--- src/rtl/inst_fetch_responder_pkg.sv ---
// Shared types and constants for the instruction fetch responder and its cache array.
package inst_fetch_responder_pkg;

  localparam int IFR_IDX_W  = 6;
  localparam int IFR_ADDR_W = 32;
  localparam int IFR_RAM_AW = 17;
  localparam int INST_W     = 32;

  localparam logic [INST_W-1:0] ZERO_WORD = '0;

  typedef enum logic [1:0] {
    IFR_IDLE = 2'd0,
    IFR_REQ  = 2'd1,
    IFR_DONE = 2'd2
  } ifr_state_e;

endpackage

--- src/rtl/icache_array.sv ---
// Direct-mapped one-word-per-line instruction cache storage: valid bits, tags and data,
// one synchronous write port, one asynchronous read port and a flush-all.
module icache_array
  import inst_fetch_responder_pkg::*;
#(
  parameter int IDX_W = IFR_IDX_W,
  parameter int TAG_W = IFR_ADDR_W - IFR_IDX_W - 2
) (
  input  logic              clk_in,
  input  logic              rst_in,
  input  logic              flush_in,
  input  logic              we_in,
  input  logic [IDX_W-1:0]  w_idx_in,
  input  logic [TAG_W-1:0]  w_tag_in,
  input  logic [INST_W-1:0] w_data_in,
  input  logic [IDX_W-1:0]  r_idx_in,
  output logic              r_valid_out,
  output logic [TAG_W-1:0]  r_tag_out,
  output logic [INST_W-1:0] r_data_out
);

  localparam int LINES = 2 ** IDX_W;

  logic [LINES-1:0]  valid_q, valid_d;
  logic [TAG_W-1:0]  tag_mem  [LINES];
  logic [INST_W-1:0] data_mem [LINES];

  // Flush beats a same-cycle fill so a fence.i never leaves a stale line behind.
  always_comb begin
    valid_d = valid_q;
    if (flush_in) begin
      valid_d = '0;
    end else if (we_in) begin
      valid_d[w_idx_in] = 1'b1;
    end
  end

  always_ff @(posedge clk_in) begin
    if (rst_in) begin
      valid_q <= '0;
    end else begin
      valid_q <= valid_d;
    end
  end

  // NOTE: tag/data storage is deliberately not reset; valid_q alone decides whether a line is live.
  always_ff @(posedge clk_in) begin
    if (we_in) begin
      tag_mem[w_idx_in]  <= w_tag_in;
      data_mem[w_idx_in] <= w_data_in;
    end
  end

  assign r_valid_out = valid_q[r_idx_in];
  assign r_tag_out   = tag_mem[r_idx_in];
  assign r_data_out  = data_mem[r_idx_in];

endmodule

--- src/rtl/inst_fetch_responder.sv ---
// IF-side instruction responder: zero-latency hits from a direct-mapped cache, misses stall IF
// while the word is fetched byte by byte over the shared RAM bus and written into the cache.
module inst_fetch_responder
  import inst_fetch_responder_pkg::*;
#(
  parameter int IDX_W  = IFR_IDX_W,
  parameter int ADDR_W = IFR_ADDR_W,
  parameter int RAM_AW = IFR_RAM_AW
) (
  input  logic              clk_in,
  input  logic              rst_in,
  input  logic [ADDR_W-1:0] addr_in,
  output logic [INST_W-1:0] data_out,
  output logic              blk_out,
  input  logic              flush_in,
  input  logic              ram_gnt_in,
  output logic [RAM_AW-1:0] ram_a_out,
  output logic              ram_rd_out,
  input  logic [7:0]        ram_d_in
);

  localparam int TAG_W = ADDR_W - IDX_W - 2;

  ifr_state_e        state_q, state_d;
  logic [ADDR_W-1:0] miss_a_q, miss_a_d;
  logic [2:0]        k_q, k_d;
  logic [3:0]        pend_q, pend_d;
  logic [INST_W-1:0] byte_buf_q, byte_buf_d;

  logic [ADDR_W-1:0] addr_w;
  logic              line_valid;
  logic [TAG_W-1:0]  line_tag;
  logic [INST_W-1:0] line_data;
  logic              hit, abort, fill_we;

  assign addr_w = addr_in & ~ADDR_W'(3);

  icache_array #(
    .IDX_W (IDX_W),
    .TAG_W (TAG_W)
  ) u_icache_array (
    .clk_in      (clk_in),
    .rst_in      (rst_in),
    .flush_in    (flush_in),
    .we_in       (fill_we),
    .w_idx_in    (miss_a_q[IDX_W+1:2]),
    .w_tag_in    (miss_a_q[ADDR_W-1:IDX_W+2]),
    .w_data_in   (byte_buf_d),
    .r_idx_in    (addr_w[IDX_W+1:2]),
    .r_valid_out (line_valid),
    .r_tag_out   (line_tag),
    .r_data_out  (line_data)
  );

  always_ff @(posedge clk_in) begin
    if (rst_in) begin
      state_q    <= IFR_IDLE;
      miss_a_q   <= '0;
      k_q        <= '0;
      pend_q     <= '0;
      byte_buf_q <= '0;
    end else begin
      state_q    <= state_d;
      miss_a_q   <= miss_a_d;
      k_q        <= k_d;
      pend_q     <= pend_d;
      byte_buf_q <= byte_buf_d;
    end
  end

  // NOTE: every signal gets its hold value first so no path through the case infers a latch.
  always_comb begin
    state_d    = state_q;
    miss_a_d   = miss_a_q;
    k_d        = k_q;
    pend_d     = '0;
    byte_buf_d = byte_buf_q;
    for (int i = 0; i < 4; i++) begin
      if (pend_q[i]) byte_buf_d[8*i +: 8] = ram_d_in;
    end
    unique case (state_q)
      IFR_IDLE: begin
        if (!hit) begin
          state_d  = IFR_REQ;
          miss_a_d = addr_w;
          k_d      = '0;
        end
      end
      IFR_REQ: begin
        if (abort) begin
          state_d = IFR_IDLE;
        end else if (ram_gnt_in) begin
          pend_d[k_q[1:0]] = 1'b1;
          k_d              = k_q + 3'd1;
          // The last byte arrives while in DONE and goes straight into the line.
          if (k_q == 3'd3) state_d = IFR_DONE;
        end
      end
      IFR_DONE: state_d = IFR_IDLE;
      default:  state_d = IFR_IDLE;
    endcase
  end

  always_comb begin
    hit        = !rst_in && line_valid && (line_tag == addr_w[ADDR_W-1:IDX_W+2])
                 && (state_q == IFR_IDLE);
    abort      = (state_q != IFR_IDLE) && (addr_w != miss_a_q);
    fill_we    = (state_q == IFR_DONE) && !abort && !rst_in;
    blk_out    = !hit;
    data_out   = hit ? line_data : ZERO_WORD;
    ram_rd_out = (state_q == IFR_REQ) && ram_gnt_in && !abort && !rst_in;
    ram_a_out  = ram_rd_out ? (miss_a_q[RAM_AW-1:0] + RAM_AW'(k_q)) : '0;
  end

endmodule

--- config.mk ---
export PLATFORM = sky130hd
export DESIGN_NAME = inst_fetch_responder
export DESIGN_NICKNAME = d
export VERILOG_FILES = /design/src/rtl/inst_fetch_responder_pkg.sv /design/src/rtl/icache_array.sv /design/src/rtl/inst_fetch_responder.sv
export SDC_FILE = /design/constraint.sdc
export NUM_CORES = 2
export LEC_CHECK = 0
export CORE_MARGIN = 1.5
export CORE_UTILIZATION = 35
export DETAILED_ROUTE_END_ITERATION = 7
export PLACE_DENSITY_LB_ADDON = 0.15
export SLEW_MARGIN = 15
export SYNTH_ARGS = -nofsm -noshare
export SYNTH_HDL_FRONTEND = slang
export SYNTH_HIERARCHICAL = 1
export SYNTH_SLANG_ARGS = --single-unit
export TNS_END_PERCENT = 5
--- constraint.sdc ---
create_clock -name clk_in -period 6.95 [get_ports clk_in]
set_input_delay 1.39 -clock clk_in [delete_from_list [all_inputs] [get_ports clk_in]]
set_output_delay 1.39 -clock clk_in [all_outputs]
set_load 0.1 [all_outputs]
# Word level (Yosys, flattened, before mapping)
# Memory sizes are Yosys's and may differ from the RTL's.
# Index checks and enable logic that the tools add are counted.
dict set report word_totals {
  ff_bits 135
  ramBits 3584
  out_inout_bits 51
  elab_cells 74
  memories 2
}
dict set report classes {
  add_sub_neg 2
  n_lt_le_gt_ge 5
  n_eq_ne 10
  muxes 23
  n_bitwise 4
  n_reduce_logical 22
}
# memory depth width read_ports rd_ports_with_merged_regs wr line_no
set memory_table {}
lappend memory_table {u_icache_array.data_mem 64 32 1 0 1 icache_array.sv:26} ;# logic [INST_W-1:0] data_mem [LINES];
lappend memory_table {u_icache_array.tag_mem 64 24 1 0 1 icache_array.sv:25} ;# logic [TAG_W-1:0] tag_mem [LINES];
# op n
set op_table {}
lappend op_table {{$or 64x64->64} 1}
lappend op_table {{$mux 32} 1}
lappend op_table {{$mux 8} 4}
lappend op_table {{$ne 30x30->1} 1}
lappend op_table {{$eq 24x24->1} 1}
lappend op_table {{$add 17x3->17} 1}
lappend op_table {{$mux 17} 1}
lappend op_table {{$lt 6x7->1 const B} 2}
lappend op_table {{$logic_and 1x1->1} 11}
lappend op_table {{$mux 3} 3}
lappend op_table {{$mux 2} 4}
lappend op_table {{$bmux 1 s6} 1}
lappend op_table {{$demux 1 s6} 1}
lappend op_table {{$ge 6x1->1 const B} 1}
lappend op_table {{$ne 2x2->1 const B} 3}
lappend op_table {{$ne 3x3->1 const B} 2}
lappend op_table {{$pmux 3 s2} 1}
lappend op_table {{$mux 1} 5}
lappend op_table {{$pmux 2 s2} 1}
lappend op_table {{$reduce_and 4->1} 1}
lappend op_table {{$reduce_bool 2->1} 2}
lappend op_table {{$reduce_or 4->1} 1}
lappend op_table {{$add 3x1->3 const B} 1}
lappend op_table {{$eq 3x2->1 const B} 1}
lappend op_table {{11 further kinds} 15}

# Longest topological paths before layout
dict set report logic_depth {
  word_depth 7
  depth_mapped 19
  ltp_nobuf 12
}

# Hierarchy
# The synthesis kept the hierarchy.
# module n_inst cells_each area_per_inst_um2 seq_area_each_um2
set modules_own_cells {}
lappend modules_own_cells {icache_array 1 5941 138430.3 108904.4}
lappend modules_own_cells {inst_fetch_responder 1 424 3906.2 1421.4}

# Worst setup path after synthesis
# OpenSTA, ideal clock, no wires.
dict set report synth_path {
  path_kind {input to output}
  from {in addr_in[4]}
  to {out data_out[10]}
  arrival_ns 5.117
  required_ns 5.560
  slack_ns 0.443
  stages 14
  n_path_buf 5
  path_cell_list {buf_4 -> clkbuf_1 -> clkbuf_1 -> mux4_2 -> a22oi_1 -> a21oi_1 -> or4_1 -> xor2_1 -> a2111o_1 -> nor2_1 -> and4_1 -> buf_2 -> clkbuf_1 -> and2_1}
}
dict set report synth_between {
  word_cells_on_any_way 9
}
# element line_no
set synth_lines {}
lappend synth_lines {{start: declaration} inst_fetch_responder.sv:12} ;# input logic [ADDR_W-1:0] addr_in,
lappend synth_lines {{$mem_v2 64x24} -}
lappend synth_lines {{named net line_tag[15]} inst_fetch_responder.sv:32} ;# logic [TAG_W-1:0] line_tag;
lappend synth_lines {{$eq 24x24->1} inst_fetch_responder.sv:105} ;# hit = !rst_in && line_valid && (line_tag == addr_w[ADDR_W-1:IDX_W+2])
lappend synth_lines {{$logic_and 1x1->1} inst_fetch_responder.sv:105}
lappend synth_lines {{$logic_and 1x1->1} inst_fetch_responder.sv:106} ;# && (state_q == IFR_IDLE);
lappend synth_lines {{$mux 32} inst_fetch_responder.sv:110} ;# data_out = hit ? line_data : ZERO_WORD;
lappend synth_lines {{end: declaration} inst_fetch_responder.sv:13} ;# output logic [INST_W-1:0] data_out,
# The timed path passes the listed nets, and every way through them passes these cells. The select of a mux whose other input is x is not followed.

# Worst setup path after layout
dict set report layout_path {
  from {in addr_in[3]}
  to {out data_out[17]}
}
# The elaborated chain is that of the path after synthesis.

==> metrics list <==
- The flow ran to the end, and the final reports show no timing, DRC or antenna violations.
- Floorplan die area: 411000 sq um
- Detailed placement finished with a half-perimeter wire length of 249000 um.
- After synthesis, flip-flops and latches occupy 77.5% of the total area.
* Final #Nets: 7073
- Max-cap viol count: 0
- Proportion of netlist area held by the largest area contributor: 75.6%
* Unrepaired setup endpoints after global routing: true
* First-pass GRT wire length: 594000 um
- The count of final hold-check violations is 0.
- Across the VDD grid, the largest voltage drop is 204 uV.
- Post-synth ARST share: 0%
* Worst reg2reg setup slack: 1.30 ns
* HP Start: u_icache_array/valid_q[55]
- In this run the static leakage power is 53.5 nW.
* Cell area after synthesis: 142000 sq um
- Critical path buffer and inverter count: 8
- Violation count after the first detailed-route iteration: 6934
* Average via count per standard cell: 5.51
- Post-synthesis mux area share: 17.0%
- The floorplan has 234 rows.
- Number of hold-repair buffers added at the cts stage: 0
- The largest single stage delay on the critical path is 0.60 ns.
- Insertion delay of the later-clocked pin in the worst-skew pair: 0.97 ns
* CTS root buf: clkbuf_16
- Between clock sinks in the finished design, the worst skew comes to 0.0528 ns.
- Final weighted congestion in routability-driven placement: 0.796
- Fill cell instance count of the final layout: 35300
* Die boundary height: 641 um
* Post-synthesis cell type count: 54
- Core footprint: 406000 sq um
- Cell Area, Placed: 155000 sq um
- Number of buffers on the longest clock path: 4
- Power density over cell area: 278 nW/um^2
- The most used flip-flop cell after synthesis is edfxtp_1.
- The first TritonRoute pass finished after 5 iterations.
* GRT Overall Usage: 20.8%
- The number of cells on the worst reg-to-reg path is 10.
- Pin placement for this block handled 95 I/O pins.
- Final WL: 432000 um
* FF-to-FF Start: miss_a_q[25]
* Post-layout min period: 6.93 ns
* CP Capture Type: output pin
- Area growth from synthesis to final layout: 18.0%
- Total power for the finished layout comes to 46.7 mW.
- Ranked by instance count, the synthesized netlist is headed by edfxtp_1 (3584), mux4_2 (861), mux2i_1 (437).
- Number of global-route vias before repair: 71900
* Area contributors post-synth: edfxtp_1 (76%), mux4_2 (14%), mux2i_1 (3.1%)
- For this run, design rule violations remaining after detail routing come to 0.
- When the netlist entered floorplanning its net count stood at 6416.
* Hold Path Cell Cnt: 1
- The synthesized netlist devotes 0.0615% of its cell area to adder and majority cells.
* Final instance area: 168000 sq um
* Max Freq: 144 MHz
- Synthesized instance count: 6365
* Final setup fails: 0
- Number of buffers added on ports: 92
- Number of synthesized flops with an enable pin: 3584
- After detailed routing, the average wire length per cell comes to 33.8 um.
- Vias: 70400
- Worst min-delay path class: reg2reg
* H-tree Lvls: 5
- Total gr overflow: 0
* Number of sinks handled by clock tree synthesis: 3719
- For this configuration, the core starts out at a cell density of 35.1%.
* Setup total negative slack: 0 ns
- Each instance of the synthesized netlist takes up on average 22.4 sq um.
- In the final layout, the multi-input gates occupy 30800 sq um.
- Share of layout cells above drive strength 1: 29.2%
- The worst setup path is of the in2out kind.
* Slowest stage cell on the critical path: or4_4
- The count of nets left with antenna violations once routing finished came out at 0.
* Final-layout worst hold slack: 0.462 ns
- Launching element type of the critical path: primary input
- Critical-path maximum fanout: 19
- Fraction of the mapped netlist area in simple logic gates: 1.49%
- Initial antenna violation count: 22
- In the finished design, the share of the clock period the worst path needs comes to 99.7%.
* Post-synthesis compound-gate area fraction: 2.24%
* Top cell family by delay on the critical path: buffers and inverters
* Dominant combinational cell family by area after synthesis: multiplexers
- Headroom to the max-slew limit came out at 24.8%.
* Worst path arrival time: 5.54 ns
* Clock tree from TritonCTS: built
- Synthesis inferred 3719 register bits.
- Ys Warns: 6
- Sequential cell area in the final layout: 110000 sq um
- Summing the areas of all xor and xnor instances in the mapped netlist gives 0.406% of the synthesized area.
- At the pin with the least slew margin, the transition time is 1.12 ns.
- Most frequent cell after synthesis: edfxtp_1
* Biggest area consumer among synthesized cells: edfxtp_1
- Entering global routing, the biggest net connects 83 pins.
* Clock transition at the registers of the reported paths: 0.06 ns
- The signal on the critical path passes through buf_8 > buf_16 > buf_4 > mux4_2 > mux2i_1 > o22ai_1 > or4_4 > xnor2_4 > buf_4 > nand4_1 > buf_4 > nor2_1 > and4_4 > buf_12 > buf_12 > and2_1 > buf_12.
- STA puts the critical path data required time at 5.56 ns.
- Chip Width: 641 um
* Max-slew violations: 0
* Number of clock buffers inserted by TritonCTS: 390
- Endpoint of the worst hold path: u_icache_array/valid_q[55]
- Endpoint of the worst register-to-register path: u_icache_array/data_mem[9][2]
-- area by class of cell --
type | instances | area share (%)
Clock buffer | 504 | 6.30
Timing Repair Buffer | 616 | 4.44
Inverter | 19 | 0.0424
Antenna cell | 5 | 0.00745
Sequential cell | 3719 | 65.7
Multi-Input combinational cell | 2276 | 18.3
Clock inverter | 205 | 1.14
Tap cell | 5428 | 4.04
-- timing repair --
action	CTS	global route
buffers inserted	21	0
cloned	3	1
hold endpoints to repair	0	0
pin swaps	2	0
endpoints found under the setup margin	33	28
gates resized for setup	14	14
-- kinds of logic (layout without fill, tap and decap cells) --
group,Yosys count,count (layout)
xor gates and xnor gates,66,66
DFF,3719,3719
and+or+nand+nor,400,400
other,0,5
buffers and inverters,370,1344
AOI/OAI and AO/OA,469,469
adders and majority gates,7,7
muxes,1334,1334
-- worst max path at each step --
stage                    start           end  slack [ns]  depth (start not counted)
finish              addr_in[3]  data_out[17]        0.02                         17
detailed placement  addr_in[2]  data_out[17]       -0.53                         16
global placement    addr_in[2]  data_out[25]       -0.54                         16
floorplan           addr_in[4]  data_out[10]        0.44                         14
global route        addr_in[3]  data_out[21]       -0.03                         17
CTS                 addr_in[3]  data_out[17]       0.007                         17
-- cells in the final DEF (no fill, tap or decap), types with 110 or more instances in the layout --
master	instances
mux4_2	861
mux2i_1	437
buf_4	367
edfxtp_1	3584
buf_12	195
dfxtp_1	110
a22oi_1	145
o22ai_1	154
clkbuf_16	399
-- flip-flops by register name, summed over array words and instances, names as in the netlist --
name,cells
u_icache_array/data_mem,2048
u_icache_array/tag_mem,1536
u_icache_array/valid_q,64
byte_buf_q,32
miss_a_q,30
pend_q,4
k_q,3
state_q,2
-- per-stage QoR --
step                std cells  setup slack, ns  utilization (%)
global placement        12000           -0.542             38.2
CTS                     12800          0.00684             41.4
global route            12800          -0.0260             41.4
floorplan                6365            0.443                -
finish                  12800           0.0191             41.4
detailed placement      12000           -0.533             38.2
-- power by group --
group / internal, mW / switching (mW)
Combinational: 0.672 / 1.08
Sequential: 24.4 / 0.0212
Clock: 11.9 / 8.67
Total: 37.0 / 9.77
-- routing by layer --
layer	global-route usage [%]	routed length, um	vias up
li1	-	-	28300
met1	28.9	185000	39400
met3	2.35	20800	566
met5	0	27	-
met2	34.9	213000	2154
met4	5.60	12300	4
(Power assumes the default switching activity.)
